--- src/rtl/ccheck_trace_fifo.sv ---
// CPU-to-checker trace FIFO: captures {pc, seq, operand lanes} per retired instruction,
// drops and counts records when full. Optional per-record timestamp via CCHECK_TIMESTAMP_EN.
module ccheck_trace_fifo #(
   parameter int DATA_W    = 32,
   parameter int NUM_LANES = 3,
   parameter int PC_W      = 32,
   parameter int DEPTH     = 16,
   parameter int SEQ_W     = 16
) (
   input  logic                        clk,
   input  logic                        rst,
   input  logic                        in_valid,
   input  logic [PC_W-1:0]             in_pc,
   input  logic [NUM_LANES*DATA_W-1:0] in_vals,
   output logic                        out_valid,
   input  logic                        out_ready,
   output logic [PC_W-1:0]             out_pc,
   output logic [NUM_LANES*DATA_W-1:0] out_vals,
   output logic [SEQ_W-1:0]            out_seq,
   output logic [31:0]                 out_ts,
   output logic [$clog2(DEPTH):0]      count,
   output logic [SEQ_W-1:0]            drop_cnt,
   output logic                        overflow
);

   localparam int AW = $clog2(DEPTH);
   localparam int CW = AW + 1;
   localparam int VW = NUM_LANES * DATA_W;

   logic [AW-1:0]    wr_ptr_q, wr_ptr_d;
   logic [AW-1:0]    rd_ptr_q, rd_ptr_d;
   logic [CW-1:0]    count_q, count_d;
   logic [SEQ_W-1:0] seq_q, seq_d;
   logic [SEQ_W-1:0] drop_q, drop_d;
   logic             ovf_q, ovf_d;

   logic [PC_W-1:0]  pc_mem   [DEPTH];
   logic [VW-1:0]    vals_mem [DEPTH];
   logic [SEQ_W-1:0] seq_mem  [DEPTH];

   logic empty, full, pop, push, drop;

   assign empty = (count_q == '0);
   assign full  = (count_q == CW'(DEPTH));
   assign pop   = ~empty & out_ready;
   // A pop in the same cycle frees the slot, so a full FIFO still accepts.
   assign push  = in_valid & (~full | pop);
   assign drop  = in_valid & ~push;

   always_comb begin
      wr_ptr_d = wr_ptr_q;
      rd_ptr_d = rd_ptr_q;
      count_d  = count_q;
      seq_d    = seq_q;
      drop_d   = drop_q;
      ovf_d    = ovf_q;
      if (push) wr_ptr_d = wr_ptr_q + AW'(1);
      if (pop)  rd_ptr_d = rd_ptr_q + AW'(1);
      if (push && !pop)      count_d = count_q + CW'(1);
      else if (pop && !push) count_d = count_q - CW'(1);
      if (in_valid) seq_d = seq_q + SEQ_W'(1);
      if (drop) begin
         ovf_d = 1'b1;
         if (drop_q != '1) drop_d = drop_q + SEQ_W'(1);
      end
   end

   always_ff @(posedge clk) begin
      if (rst) begin
         wr_ptr_q <= '0;
         rd_ptr_q <= '0;
         count_q  <= '0;
         seq_q    <= '0;
         drop_q   <= '0;
         ovf_q    <= 1'b0;
      end else begin
         wr_ptr_q <= wr_ptr_d;
         rd_ptr_q <= rd_ptr_d;
         count_q  <= count_d;
         seq_q    <= seq_d;
         drop_q   <= drop_d;
         ovf_q    <= ovf_d;
      end
   end

   // Storage needs no reset: head outputs are masked while empty.
   always_ff @(posedge clk) begin
      if (push && !rst) begin
         pc_mem[wr_ptr_q]   <= in_pc;
         vals_mem[wr_ptr_q] <= in_vals;
         seq_mem[wr_ptr_q]  <= seq_q;
      end
   end

`ifdef CCHECK_TIMESTAMP_EN
   logic [31:0] ts_q;
   logic [31:0] ts_mem [DEPTH];

   always_ff @(posedge clk) begin
      if (rst) ts_q <= '0;
      else     ts_q <= ts_q + 32'd1;
   end

   always_ff @(posedge clk) begin
      if (push && !rst) ts_mem[wr_ptr_q] <= ts_q;
   end
`endif

   always_comb begin
      out_pc   = '0;
      out_vals = '0;
      out_seq  = '0;
      out_ts   = 32'h0;
      if (!empty) begin
         out_pc   = pc_mem[rd_ptr_q];
         out_vals = vals_mem[rd_ptr_q];
         out_seq  = seq_mem[rd_ptr_q];
`ifdef CCHECK_TIMESTAMP_EN
         out_ts   = ts_mem[rd_ptr_q];
`endif
      end
   end

   assign out_valid = ~empty;
   assign count     = count_q;
   assign drop_cnt  = drop_q;
   assign overflow  = ovf_q;

endmodule
--- config.mk ---
export PLATFORM = sky130hd
export DESIGN_NAME = ccheck_trace_fifo
export DESIGN_NICKNAME = d
export VERILOG_FILES = /design/src/rtl/ccheck_trace_fifo.sv
export SDC_FILE = /design/constraint.sdc
export NUM_CORES = 2
export LEC_CHECK = 0
export CAP_MARGIN = 20
export CELL_PAD_IN_SITES_DETAIL_PLACEMENT = 1
export CELL_PAD_IN_SITES_GLOBAL_PLACEMENT = 1
export CORE_ASPECT_RATIO = 0.7
export CORE_UTILIZATION = 30
export DETAILED_ROUTE_END_ITERATION = 8
export GPL_TIMING_DRIVEN = 0
export PLACE_DENSITY = 0.46
export SLEW_MARGIN = 25
export SYNTH_ARGS = -nofsm -noshare
export SYNTH_HDL_FRONTEND = slang
export SYNTH_SLANG_ARGS = --single-unit
--- constraint.sdc ---
create_clock -name clk -period 10.4 [get_ports clk]
set_input_delay 1.56 -clock clk [delete_from_list [all_inputs] [get_ports clk]]
set_output_delay 1.56 -clock clk [all_outputs]
set_load 0.005 [all_outputs]
==> out/results.ini <==
[status]
outcome=complete, but fails checks
failed_checks=DRC

[floorplan]
core-area_um2=296300
fp.dieW_um=655.0
die_area_um2=300700
initial_core_util_pct=30.22
fp-row-count=167
die_h_um=459.1
ios=331

[sta]
drv_slew=0
max_freq_mhz=147.7
rsz0062_at_grt=no
min_period_ns=6.771
post-route-period-util_pct=65.11
hold_viol_final=0
clock_skew_ns=0.04682
tns_ns=0
slew_headroom_pct=25.31
finalSetupViolations=0
worst_slew_pin_slew_ns=1.120

[clock_network]
cts.clk_slew.worst_paths_ns=0.07
cts.sinks=2354
postCtsResizedCells=0
clkLatencyLatePin_ns=0.91
holdBufCountCts=0
h-tree-depth=4
cts_setup_buffers=0
cts.path.max_buffers=4
numCtsBuffers=246
cts-root-buf=clkbuf_16
cts_tree=done

[synth]
ys.flop_type=edfxtp_1
synth_async_sr_flop_share_pct=0
yosysSeqAreaShare_pct=78.38
syn_area_um2=89550
ys_seq_elements=2354
synth_edf_count=2304
syn_inst=3831
syn_avg_cell_area_um2=23.37
synthDistinctLibCells=46
yosys_warnings=0

[layout]
final_cell_mix=edfxtp_1, mux4_2, clkdlybuf4s50_1, mux2i_1, clkbuf_16
fin_util_pct=37.41
layout_commonest_cell=edfxtp_1
stdcell_count=8793
nets=4761
drive_gt1_share_pct=27.26
syn2layout_area_growth_pct=23.77
fillCellCount=28238

[drt]
drc=18
detail_route.wirelength_mm=272.0
vias_per_cell=4.902
drt-wirelength-per-cell_um=30.93
drt_iter0_markers=3748
vias=43101
drtAntennaViolNets=0
drt_first_pass_iters=7

[global_route]
antenna_found_initial=42
grt_overflow=0
grt_max_degree=23
first_global_vias=45508
grt.total_usage_pct=17.95
grt_pass1_wl_mm=376.3

[worst_setup_path]
cp_max_fo=10
required_ns=8.84
critPathKind=register to primary output
reg2reg_depth=11
cp-end-kind=primary output
start_kind=register
cp.arrival_ns=5.21
r2r_setup_slack_ns=6.65

[placement]
post-dp-hpwl_mm=183.4
portBuffers=298
gp_congestion=0.6687
placedCellCount=8339

[min_path]
whs_path_depth=2
min_path_type=register to register

[power_and_ir_drop]
p_per_area_nw_per_um2=229.9
cellLeakagePower_nw=33.42
ir_drop_mv=0.1469

[flow_run]
maxCapViolations=0

## path summary, 6_finish.rpt
path,end,from
setup / recovery,out_pc[22],count[0]
hold / removal,overflow,overflow
setup reg to reg,vals_mem[13][59],count[0]
hold reg to reg,overflow,overflow
## per-layer routing
| layer | part of all wire (%) | vias up | global-route usage (%) |
|---|---|---|---|
| met4 | 2.2 | 12 | 3.905 |
| met2 | 45 | 1006 | 27.59 |
| met5 | 0.027 | - | 0 |
| met3 | 4.6 | 349 | 2.709 |
| li1 | - | 17969 | - |
| met1 | 48 | 23765 | 26.91 |
## synthesized netlist by cell type, types with 4 or more instances
cell type | n | area, um2
nor2_1 | 53 | 198.9
buf_2 | 84 | 420.4
nand3_1 | 7 | 35.03
buf_1 | 42 | 157.7
or3_1 | 6 | 37.54
or4_1 | 10 | 75.07
xor2_1 | 11 | 96.34
inv_1 | 10 | 37.54
nor2b_1 | 6 | 37.54
nand2b_1 | 5 | 31.28
nor4_1 | 7 | 43.79
nand2_1 | 15 | 56.30
xnor2_1 | 8 | 70.07
edfxtp_1 | 2304 | 69190
nor3_1 | 5 | 25.02
o31ai_1 | 9 | 67.56
and3_1 | 4 | 25.02
ha_1 | 11 | 137.6
o21ai_0 | 4 | 20.02
mux2_2 | 6 | 67.56
mux2i_1 | 293 | 2933
nand4_1 | 7 | 43.79
clkbuf_1 | 76 | 285.3
mux4_2 | 576 | 12970
o22ai_1 | 144 | 900.9
a21oi_1 | 18 | 90.09
dfxtp_1 | 50 | 1001
buf_4 | 33 | 247.7
## registers in the layout, indices dropped and copies added (netlist names), named ones only
signal	flops
wr_ptr_q	4
drop_cnt	16
overflow	1
seq_q	16
seq_mem	256
rd_ptr_q	4
count	5
pc_mem	512
vals_mem	1536
## through the flow
stage	area (um2)	power [mW]	hold slack [ns]	setup WS (ns)
global route	110800	26.50	0.5399	3.458
CTS	110800	25.98	0.5039	3.547
finish	110800	25.48	0.4993	3.629
detailed placement	102900	17.08	0.4743	4.537
floorplan	89660	14.10	0.4628	1.515
global placement	97610	17.00	0.4646	-11.29
## logic make-up (layout without fill, tap and decap cells)
group	Yosys count	after routing	share of synthesized area (%)
AO/OA/AOI/OAI	187	187	1.316
XOR/XNOR	19	19	0.1858
adder cells (fa/ha/maj)	12	12	0.1761
buffers and inverters	245	1196	1.283
flip-flops	2354	2354	78.38
multiplexers	875	875	17.84
other	1	41	0.004188
AND/OR/NAND/NOR	138	138	0.8174
## where the power goes
part           switching, mW  total [mW]  internal, mW
Sequential            0.0502        10.6          10.5
Clock                   3.74        8.81          5.07
Combinational           3.28        6.10          2.82
## critical path, cell delays in order, from the launching register on
cell             delay, ns
dfxtp_1               0.42
nor4_4                0.60
nand2b_1              0.35
nand2b_1              0.15
buf_2                 0.73
buf_2                 0.61
buf_2                 0.50
o22ai_1               0.37
clkdlybuf4s50_1       0.55
## cell type report
| type | instances | area (um2) | area share [%] |
|---|---|---|---|
| Tap cell | 3971 | 4969 | 4.483 |
| Inverter | 10 | 37.54 | 0.03387 |
| Multi-Input combinational cell | 1263 | 18450 | 16.65 |
| Clock buffer | 306 | 6538 | 5.898 |
| Clock inverter | 138 | 1366 | 1.233 |
| Timing Repair Buffer | 507 | 8103 | 7.311 |
| Antenna cell | 9 | 22.52 | 0.02032 |
| Buffer | 235 | 1161 | 1.048 |
| Sequential cell | 2354 | 70190 | 63.33 |
Note: power is estimated with default switching activity, not from simulation.
